<file path="src/rtl/pipe_stage_reg_pkg.sv">
// ---------------------------------------------------------------------------
// pipe_stage_reg_pkg
// Shared CPU definitions used by the pipeline stage register:
//   - default payload / control widths
//   - bit positions of the side-effect control field
//   - occupancy state encoding of the stage (doubles as the entry count)
// ---------------------------------------------------------------------------
package pipe_stage_reg_pkg;

    // Payload: PC+4, ALU result, store data and destination register.
    localparam int CPU_DATA_W = 101;
    // Control: MemToReg[1:0], MemWrite, MemRead, RegWrite, is_lb.
    localparam int CPU_CTRL_W = 6;

    localparam int CTRL_MEM_TO_REG_HI = 5;
    localparam int CTRL_MEM_TO_REG_LO = 4;
    localparam int CTRL_MEM_WRITE     = 3;
    localparam int CTRL_MEM_READ      = 2;
    localparam int CTRL_REG_WRITE     = 1;
    localparam int CTRL_IS_LB         = 0;

    // Encoded so that the state value equals the number of valid entries.
    typedef enum logic [1:0] {
        ST_EMPTY = 2'd0,
        ST_FULL1 = 2'd1,
        ST_FULL2 = 2'd2
    } stage_state_t;

endpackage

</file>
<file path="src/rtl/pipe_entry.sv">
// ---------------------------------------------------------------------------
// pipe_entry
// One storage slot of the stage: valid bit, control field and payload.
//   clk, reset   : clock, synchronous active-high reset (clears everything)
//   load         : capture d_ctrl/d_data and set valid
//   clear        : drop the entry; valid and ctrl go to 0, data is kept
//   d_ctrl/d_data: value to capture on load
//   valid/ctrl/data : registered contents
// clear wins over load. ctrl is zero whenever valid is zero, so an empty
// slot can never carry a live write enable.
// ---------------------------------------------------------------------------
module pipe_entry
    import pipe_stage_reg_pkg::*;
#(
    parameter int DATA_W = CPU_DATA_W,
    parameter int CTRL_W = CPU_CTRL_W
) (
    input  logic              clk,
    input  logic              reset,
    input  logic              load,
    input  logic              clear,
    input  logic [CTRL_W-1:0] d_ctrl,
    input  logic [DATA_W-1:0] d_data,
    output logic              valid,
    output logic [CTRL_W-1:0] ctrl,
    output logic [DATA_W-1:0] data
);

    always_ff @(posedge clk) begin
        if (reset) begin
            valid <= 1'b0;
            ctrl  <= '0;
            data  <= '0;
        end else if (clear) begin
            // Payload is deliberately left untouched.
            valid <= 1'b0;
            ctrl  <= '0;
        end else if (load) begin
            valid <= 1'b1;
            ctrl  <= d_ctrl;
            data  <= d_data;
        end
    end

endmodule

</file>
<file path="src/rtl/pipe_stage_reg.sv">
// ---------------------------------------------------------------------------
// pipe_stage_reg
// Pipeline stage register with valid/ready handshakes and flush.
//   clk, reset          : clock, synchronous active-high reset
//   in_valid/in_ready   : upstream handshake, in_data/in_ctrl payload
//   out_valid/out_ready : downstream handshake, out_data/out_ctrl payload
//   flush               : kill everything held in or entering the stage
//   occupancy           : number of valid entries (0..2), equals FSM state
//
// Handshake: a transfer happens on a rising edge where valid & ready are
// both high; valid never depends on ready, and a producer holding valid
// keeps its payload stable until the transfer.
//
// SKID=1: main + skid entry. in_ready = !skid_valid (only reset also gates
// it), so there is no combinational path from out_ready to in_ready.
// SKID=0: main entry only, in_ready = !out_valid | out_ready.
// ---------------------------------------------------------------------------
module pipe_stage_reg
    import pipe_stage_reg_pkg::*;
#(
    parameter int DATA_W = CPU_DATA_W,
    parameter int CTRL_W = CPU_CTRL_W,
    parameter int SKID   = 1
) (
    input  logic              clk,
    input  logic              reset,
    input  logic              in_valid,
    output logic              in_ready,
    input  logic [DATA_W-1:0] in_data,
    input  logic [CTRL_W-1:0] in_ctrl,
    output logic              out_valid,
    input  logic              out_ready,
    output logic [DATA_W-1:0] out_data,
    output logic [CTRL_W-1:0] out_ctrl,
    input  logic              flush,
    output logic [1:0]        occupancy
);

    stage_state_t state;
    stage_state_t state_next;

    logic              push;
    logic              pop;
    logic              main_load;
    logic              main_clear;
    logic              main_from_skid;
    logic              skid_load;
    logic              skid_clear;
    logic              main_valid;
    logic [CTRL_W-1:0] main_ctrl;
    logic [DATA_W-1:0] main_data;
    logic              skid_valid;
    logic [CTRL_W-1:0] skid_ctrl;
    logic [DATA_W-1:0] skid_data;

    assign out_valid = main_valid;
    assign out_data  = main_data;
    assign out_ctrl  = main_valid ? main_ctrl : '0;
    assign occupancy = state;

    generate
        if (SKID != 0) begin : g_ready_skid
            assign in_ready = !reset && !skid_valid;
        end else begin : g_ready_single
            assign in_ready = !reset && (!main_valid || out_ready);
        end
    endgenerate

    assign push = in_valid && in_ready;
    assign pop  = main_valid && out_ready;

    // State register: the state value is the registered occupancy.
    always_ff @(posedge clk) begin
        if (reset) begin
            state <= ST_EMPTY;
        end else begin
            state <= state_next;
        end
    end

    // Next state and entry controls. With SKID=0 the FULL1 push-without-pop
    // case cannot occur because in_ready is low then, so FULL2 is unreachable.
    always_comb begin
        state_next     = state;
        main_load      = 1'b0;
        main_clear     = 1'b0;
        main_from_skid = 1'b0;
        skid_load      = 1'b0;
        skid_clear     = 1'b0;
        if (flush) begin
            state_next = ST_EMPTY;
            main_clear = 1'b1;
            skid_clear = 1'b1;
        end else begin
            case (state)
                ST_EMPTY: begin
                    if (push) begin
                        main_load  = 1'b1;
                        state_next = ST_FULL1;
                    end
                end
                ST_FULL1: begin
                    if (push && pop) begin
                        main_load = 1'b1;
                    end else if (push) begin
                        skid_load  = 1'b1;
                        state_next = ST_FULL2;
                    end else if (pop) begin
                        main_clear = 1'b1;
                        state_next = ST_EMPTY;
                    end
                end
                ST_FULL2: begin
                    // Older skid entry moves up behind the departing head.
                    if (pop) begin
                        main_load      = 1'b1;
                        main_from_skid = 1'b1;
                        skid_clear     = 1'b1;
                        state_next     = ST_FULL1;
                    end
                end
                default: begin
                    state_next = ST_EMPTY;
                end
            endcase
        end
    end

    pipe_entry #(
        .DATA_W (DATA_W),
        .CTRL_W (CTRL_W)
    ) u_main (
        .clk    (clk),
        .reset  (reset),
        .load   (main_load),
        .clear  (main_clear),
        .d_ctrl (main_from_skid ? skid_ctrl : in_ctrl),
        .d_data (main_from_skid ? skid_data : in_data),
        .valid  (main_valid),
        .ctrl   (main_ctrl),
        .data   (main_data)
    );

    generate
        if (SKID != 0) begin : g_skid
            pipe_entry #(
                .DATA_W (DATA_W),
                .CTRL_W (CTRL_W)
            ) u_skid (
                .clk    (clk),
                .reset  (reset),
                .load   (skid_load),
                .clear  (skid_clear),
                .d_ctrl (in_ctrl),
                .d_data (in_data),
                .valid  (skid_valid),
                .ctrl   (skid_ctrl),
                .data   (skid_data)
            );
        end else begin : g_no_skid
            logic unused_skid;
            assign skid_valid  = 1'b0;
            assign skid_ctrl   = '0;
            assign skid_data   = '0;
            assign unused_skid = skid_load ^ skid_clear;
        end
    endgenerate

endmodule
</file>
<file path="config.mk">
export PLATFORM = sky130hd
export DESIGN_NAME = pipe_stage_reg
export DESIGN_NICKNAME = d
export VERILOG_FILES = /design/src/rtl/pipe_stage_reg_pkg.sv /design/src/rtl/pipe_entry.sv /design/src/rtl/pipe_stage_reg.sv
export SDC_FILE = /design/constraint.sdc
export NUM_CORES = 1
export LEC_CHECK = 0
export ABC_CLOCK_PERIOD_IN_PS = 1700
export CORE_ASPECT_RATIO = 0.5
export CORE_MARGIN = 4
export CORE_UTILIZATION = 45
export CTS_CLUSTER_SIZE = 25
export DETAILED_ROUTE_END_ITERATION = 7
export DONT_BUFFER_PORTS = 1
export SYNTH_ARGS = -nofsm -noshare
export SYNTH_HDL_FRONTEND = slang
export SYNTH_SLANG_ARGS = --single-unit
</file>
<file path="constraint.sdc">
create_clock -name clk -period 1.7 [get_ports clk]
set_input_delay 0.17 -clock clk [delete_from_list [all_inputs] [get_ports clk]]
set_output_delay 0.17 -clock clk [all_outputs]
set_load 0.02 [all_outputs]
</file>
; ---- Word-level counts from Yosys, hierarchy flattened
; Cells that the tools add are included.
[totals]
ff_bits = 218
out_inout_bits = 111
inputBits = 112
[classes]
bitwise = 2
n_mux = 24
n_eq_ne = 6
reduce_logical = 13
[op_table]
columns = cell, count
row1 = $mux 101, 1
row2 = $mux 1, 14
row3 = $mux 6, 2
row4 = $mux 2, 5
row5 = $ne 2x2->1 const B, 3
row6 = $pmux 2 s3, 1
row7 = $reduce_or 2->1, 3
row8 = $logic_and 1x1->1, 4
row9 = $reduce_and 2->1, 2
row10 = $reduce_and 4->1, 1
row11 = $ne 3x3->1 const B, 1
row12 = $pmux 1 s3, 1
row13 = $eq 2x1->1 const B, 1
row14 = $eq 2x2->1 const B, 1
row15 = $logic_not 1->1, 2
row16 = $logic_not 2->1, 1
row17 = $not 1->1, 2

; ---- Depth between registers and ports, before layout
; Gate-level depths: netlist of run 1.
[logic_depth]
word_depth = 9
depth_mapped = 8
mapped_depth_nobuf = 4

; ---- Modules after synthesis
; From an unflattened synthesis of run 1, not the netlist that was laid out.
[unflattened]
cells_unflattened = 1114
area_unflattened_um2 = 11956.5
[by_module_without_submodules]
columns = module, seq_area_each_um2, area_each_um2, instances, cells_per_inst
row1 = pipe_entry, 2162.1, 5205.0, 2, 484
row2 = pipe_stage_reg, 40.0, 1546.5, 1, 146

; ---- Worst setup path before layout of run 1
; Ideal clock, no wire load.
[synth_path]
path_kind = flip-flop to flip-flop
start = register state[0], in the netlist occupancy[0]
end = register g_skid.u_skid.data[91]
setup_slack_ns = -0.243
arrival_time_ns = 1.811
stages_incl_launch_ff = 7
synth_period_minus_slack_ns = 1.943
cell_sequence = dfxtp_1 a21boi_0 nand3_1 clkbuf_1 buf_1 nand2_1 a21oi_1
[synth_via]
elab_chain_cells = 5
elab_cells_between_ends = 8
classes_between = eq/ne (2) / mux (4) / bitwise (1) / reduce/logical (1)
[synth_lines]
columns = element, line_no
row1 = from (decl), pipe_stage_reg.sv:39  ; stage_state_t state;
row2 = from (signal assigned), pipe_stage_reg.sv:77  ; state <= state_next;
row3 = $eq 2x2->1, pipe_stage_reg.sv:95  ; case (state)
row4 = $mux 1, pipe_stage_reg.sv:95
row5 = $mux 1, pipe_stage_reg.sv:90  ; if (flush) begin
row6 = $not 1->1 (no line), --
row7 = $reduce_and 2->1 (no line) *, --
row8 = to (signal assigned), pipe_entry.sv:41  ; data <= d_data;
row9 = to (decl), pipe_entry.sv:26  ; output logic [DATA_W-1:0] data
; Every way passes the cells marked *; elsewhere a longest branch is shown, timed or not.
; A chain may end at the register's enable or synchronous reset.

; ---- Final worst setup path of run 1
[layout_path]
start = register g_skid.u_skid.valid
end = register u_main.data[24]
[layout_via]
elab_chain_cells = 9
elab_cells_between_ends = 14
classes_between = mux (8) / bitwise (1) / reduce/logical (5)
[layout_lines]
columns = element, line_no
row1 = from (decl), pipe_entry.sv:24  ; output logic valid,
row2 = from (signal assigned), pipe_entry.sv:31  ; valid <= 1'b0;
row3 = from (signal assigned), pipe_entry.sv:36  ; valid <= 1'b0;
row4 = from (signal assigned), pipe_entry.sv:39  ; valid <= 1'b1;
row5 = $logic_not 1->1 *, pipe_stage_reg.sv:63  ; assign in_ready = !reset && !skid_valid;
row6 = $logic_and 1x1->1 *, pipe_stage_reg.sv:63
row7 = $logic_and 1x1->1 *, pipe_stage_reg.sv:69  ; assign push = in_valid && in_ready;
row8 = $mux 1 / $logic_and 1x1->1 (equally long branches), "pipe_stage_reg.sv:105, pipe_stage_reg.sv:103"
row9 = $mux 1, pipe_stage_reg.sv:103  ; if (push && pop) begin
row10 = $mux 1, pipe_stage_reg.sv:95
row11 = $mux 1, pipe_stage_reg.sv:90
row12 = $not 1->1 (no line), --
row13 = $reduce_and 2->1 (no line) *, --
row14 = to (signal assigned), pipe_entry.sv:41
row15 = to (decl), pipe_entry.sv:26
; Marks and branches as above.

==> metrics.txt, run 1 <==
Fill cells=1675; Max Freq=544 MHz; Ports=223; setup ws final=-0.139 ns; Worst Hold Class=primary input to register; crit start category=register; row count=35; width of the die=207 µm; drt pass-1 iters=4; Slew Limit Fails=0; Total Power=11.0 mW; sequential fraction of the synthesis area=49.1%; final hold vios=203; ranking of synthesized cells by area=dfxtp_1 49%, a21oi_1 12%, mux2i_1 12%; required time of the critical path=2.10 ns; hpwl dp=15.3 mm; Synth Cell Area=8880 µm²; final period utilization=108%; CP Class=register to register; Synth Register Bits=218; Post-synth ARST share=0%; Initial Util=47.0%; first-pass GRT wire length=38.5 mm; vias in the first global route=6877; Worst-path clk slew=0.07 ns; CTS Buffer Depth=3; Synth top area share=49.1%; fin util=57.3%; clock sink count=218; placeable core region=18900 µm²; Clock Latency Late Sink=0.49 ns; DRC violations left=0; H-tree levels=1; count leader, synth=nand2_1; share of layout cells above drive strength 1=14.6%; vias=7394; # Max-Cap Violations=0; chip height=107 µm; total congestion overflow=0; placed cell area=9360 µm²; clk_skew=0.00805 ns; setup TNS=-8.56 ns; CTS root buf=clkbuf_16; Main synth FF type=dfxtp_1; crit path DAT=2.24 ns; crit path time final=1.84 ns; initial antenna violation count=0; largest area contributor in the netlist=dfxtp_1; initial DRC count=636; Worst Setup End Kind=register; n_diodes=0; top cells by count, synth=222 x nand2_1, 218 x dfxtp_1, 210 x a21oi_1, 107 x a311oi_1, 103 x mux2i_1; cell count after synthesis=1005; worst relative slew slack=56.1%; Layout area overhead=21.9%; CTS Buf Count=20; Buffers on Ports=0; remaining antenna violation count=0; outcome=complete, but fails checks; maximum VDD drop=0.623 mV; Synth Warn #=0; Die Area=22200 µm²; Via density=5.75; Final Net Count=1124; unrepaired setup endpoints after global routing=true; pwr/cell area=1020 nW/µm²; Slew @ Worst Pin=0.655 ns; gpl congestion=0.758; failing checks=negative hold slack, negative setup slack; DR WL/cell=19.6 µm; crit-path max FO=18; mean area per synthesized cell=8.84 µm²; Distinct cells, synth=24; net count after synthesis=1117; largest net degree at the start of global routing=208; endpoints failing setup=107; Hold WS=-0.220 ns; CTS tree=done; Routed WL=25.1 mm; Total GRT Usage=21.2%; Leakage Power=4.29 nW; Post-synth EDFFs=0; Design Area, Final=10800 µm²
final timing paths:
check | startpoint | to | slack, ns | depth (start not counted)
max reg2reg | g_skid.u_skid.valid | u_main.data[24] | -0.14 | 7
min | reset | u_main.data[91] | -0.22 | 1
max | g_skid.u_skid.valid | u_main.data[24] | -0.14 | 7
min reg2reg | g_skid.u_skid.data[85] | g_skid.u_skid.data[85] | 0.45 | 2
report_power, final:
group,total [mW],switching (mW),internal (mW)
Combinational,0.826,0.408,0.418
Clock,4.69,2.02,2.67
Sequential,5.52,0.273,5.25
metrics by stage:
step                setup slack [ns]  instances
floorplan                    -0.0160       1005
global placement             -0.0840       1208
detailed placement            -0.159       1208
CTS                           -0.173       1269
global route                  -0.263       1285
finish                        -0.139       1285
flip-flops by register name (all words and copies together) (netlist names):
| signal | cells |
|---|---|
| g_skid.u_skid.ctrl | 6 |
| g_skid.u_skid.data | 101 |
| g_skid.u_skid.valid | 1 |
| occupancy | 2 |
| u_main.ctrl | 6 |
| u_main.data | 101 |
| u_main.valid | 1 |
critical path: stages, from the launching register on:
cell      delay (ns)
dfxtp_2         0.32
or3b_4          0.41
o31ai_4         0.22
buf_6           0.16
buf_12          0.15
buf_12          0.15
a21oi_1         0.07
a311oi_1        0.25
cell type report:
type / instances / area [µm²] / area share, %
Clock buffer: 26 / 564 / 5.21
Clock inverter: 10 / 108 / 0.994
Inverter: 1 / 8.76 / 0.0809
Multi-Input combinational cell: 681 / 4270 / 39.4
Sequential cell: 218 / 4370 / 40.4
Tap cell: 259 / 324 / 2.99
Timing Repair Buffer: 90 / 1180 / 10.9
cell usage in the layout (no fill, tap or decap), types with 3 or more instances in the layout:
master / n
a311oi_1: 100
clkinv_2: 6
o21ai_0: 6
and2_1: 8
clkbuf_16: 25
dfxtp_1: 214
a311oi_2: 7
nor2_1: 13
buf_12: 18
mux2i_1: 103
dfxtp_2: 4
a21oi_1: 185
a21oi_2: 23
buf_8: 4
buf_4: 36
nand2_1: 222
buf_6: 6
dlygate4sd3_1: 16
clkbuf_1: 3
buf_16: 6
logic make-up (layout without fill, tap and decap cells):
family          count (synthesis)  in the layout  synth area share [%]
flops                         218            218                  49.1
buf+inv                       106            127                  4.95
mux                           103            103                  11.6
compound gates                327            327                  23.2
simple gates                  251            251                  11.1
layer usage:
metal  up-vias  routed length [µm]  GRT usage, %
met3        38                1980          6.89
met1      3542               11400          29.9
met2       180               11300          32.1
li1       3634                   -             -
met5         -                   0             0
met4         0                 422          4.03
timing repair:
action,CTS,global route
pin swaps,6,84
hold endpoints to repair,216,203
cloned,4,4
hold buffers,11,5
setup endpoints to repair,107,142
gates resized for setup,23,49
buffers inserted,10,8
Note: power is estimated with default switching activity, not from simulation.
==> run 2: changes to the inputs <==
Settings changed: CAP_MARGIN from default to 20, CELL_PAD_IN_SITES_DETAIL_PLACEMENT from default to 0, CELL_PAD_IN_SITES_GLOBAL_PLACEMENT from default to 1, CORE_MARGIN 4 to default, CORE_UTILIZATION 45 to 42, PLACE_DENSITY_LB_ADDON from default to 0.1.
==> run 2 against run 1 <==
Effect of this change:
- via count is 0.11% lower
- the flow still finishes with violations (negative hold slack, negative setup slack)
- largest cell class unchanged
- routed wire length rose by 3.2%
- critical path depth rose by 1
- maximum frequency is 1.5% lower
- clock-buffer cell count is 6 higher
- register-to-register slack worse by 0.03 ns
==> metrics.txt, run 2 (synthesis results as in run 1) <==
outcome=complete, but fails checks; failing checks=negative hold slack, negative setup slack; Slew Limit Fails=0 (unchanged); Final Net Count=1134 (+0.89%); share of layout cells above drive strength 1=12.0% (-2.7 points); crit path DAT=2.28 ns (+0.04 ns); initial DRC count=512 (-19%); Storage cell area=4370 µm² (about the same); drt pass-1 iters=5 (+1); crit start category=register; most common cell after layout, fill and taps aside=nand2_1; # Max-Cap Violations=0 (unchanged); initial antenna violation count=0 (unchanged); n_diodes=0 (unchanged); DRC violations left=0 (unchanged); DR WL/cell=19.8 µm (+1.3%); Layout area overhead=24.2%; Fill cells=1869 (+12%); clk_skew=0.0123 ns (+0.00422 ns); Clock Latency Late Sink=0.51 ns (+0.02 ns); endpoints failing setup=107 (unchanged); commonest cells after routing, fill and taps aside=222 x nand2_1, 215 x dfxtp_1, 194 x a21oi_1; total congestion overflow=0 (unchanged); Crit Reg-Reg Startpoint=g_skid.u_skid.valid; Via density=5.64 (-1.9%); maximum VDD drop=0.528 mV (-15%); Worst R2R Setup Slack=-0.17 ns (-0.03 ns); pwr/cell area=1030 nW/µm² (+0.83%); Total Power=11.3 mW (+2.8%); CTS tree=done; chip height=105 µm (-2.3%); Total GRT Usage=21.8% (+0.52 points); Worst setup endpoint=u_main.ctrl[5]; vias in the first global route=6544 (-4.8%); Leakage Power=4.34 nW (+1.2%); placed insts=1212 (+0.33%); Routed WL=25.9 mm (+3.2%); worst relative slew slack=67.3% (+11 points); CP Class=register to register; vias=7386 (-0.11%); final period utilization=110% (+1.7 points); crit-path max FO=5 (-13); placeable core region=20600 µm² (+9.4%); Initial Util=43.0% (-4.0 points); CTS Buf Count=21 (+5.0%); area of the multi-input gates=4220 µm² (-1.1%); Critical path origin=g_skid.u_skid.valid; CTS root buf=clkbuf_16; Ports=223 (unchanged); Register-to-Register Path Depth=8 (+1); crit path time final=1.87 ns (+0.0286 ns); first-pass GRT wire length=38.2 mm (-0.86%); row count=37 (+5.7%); final non-filler cell total=1309 (+1.9%); Worst Setup End Kind=register; r2r endpoint=u_main.ctrl[5]; Hold WS=-0.264 ns (-0.0433 ns); Buffers on Ports=0 (unchanged); gpl congestion=0.733 (-3.4%); Max Freq=536 MHz (-1.5%); CTS Buffer Depth=3 (unchanged); Worst-path clk slew=0.07 ns (about the same); required time of the critical path=2.12 ns (+0.02 ns); Worst Hold Class=primary input to register; final hold vios=202 (-0.49%); remaining antenna violation count=0 (unchanged); width of the die=208 µm (+0.47%); setup ws final=-0.167 ns (-0.0286 ns); hpwl dp=14.3 mm (-6.2%); Slew @ Worst Pin=0.489 ns (-0.165 ns); clock sink count=218 (unchanged); largest net degree at the start of global routing=208 (unchanged); Regs by FF count=g_skid.u_skid.data: 101 flops, u_main.data: 101 flops; Die Area=21800 µm² (-1.9%); H-tree levels=1 (unchanged); unrepaired setup endpoints after global routing=true
[run 2: cell type report]
class,instances,area share (%)
flip-flops and latches,218,39.6
repair buffers,99,12.5
multi-input cells,681,38.2
clock buffers,32,5.59
inverters,1,0.0794
clock inverters,5,0.907
well taps,273,3.10
[run 2: worst max-delay path, cell delays in order, from the launching register on]
cell and delay (ns):
dfxtp_2 0.32, or3b_4 0.39, o31ai_4 0.25, buf_6 0.16
buf_12 0.15, buf_12 0.13, buf_16 0.12, nor2_2 0.04
a311oi_2 0.22
[run 2: how the worst min path moves through the flow]
stage               startpoint  slack, ns                     end  cells after the start
global placement         flush       0.25            occupancy[1]                      1
detailed placement       flush       0.25            occupancy[1]                      1
CTS                      reset      -0.28  g_skid.u_skid.data[93]                      1
finish                   reset      -0.26         u_main.data[90]                      1
global route             reset      -0.29  g_skid.u_skid.data[95]                      1
floorplan           in_ctrl[0]       0.31   g_skid.u_skid.ctrl[0]                      2
[run 2: metal layers]
layer / share of wire (%) / GRT usage (%)
met5: 0 / 0
met4: 1.0 / 3.97
met3: 7.8 / 8.03
met2: 44 / 32.7
met1: 47 / 29.9
[run 2: report_power, final]
part           switching (mW)  leakage [nW]  internal [mW]
Clock                    2.00         0.352           2.95
Combinational           0.432          2.22          0.443
Sequential              0.268          1.77           5.25
[run 2: stage by stage]
step / instance area (µm²) / hold slack, ns / utilization (%) / setup slack, ns / TNS (ns)
floorplan: 8920 / 0.306 / - / -0.0160 / -0.637
global placement: 9310 / 0.251 / 45.1 / -0.0616 / -2.77
detailed placement: 9310 / 0.249 / 45.1 / -0.126 / -6.04
CTS: 10500 / -0.277 / 50.7 / -0.117 / -5.04
global route: 11000 / -0.289 / 53.4 / -0.228 / -19.45
finish: 11000 / -0.264 / 53.4 / -0.167 / -11.63
[run 2: timing repair]
| action | in CTS | in global routing |
|---|---|---|
| buffers inserted | 3 | 3 |
| hold endpoints to repair | 216 | 203 |
| pin swaps | 13 | 67 |
| hold buffers | 26 | 15 |
| gates cloned | 4 | 10 |
| setup endpoints to repair | 107 | 166 |
| gates resized for setup | 8 | 42 |
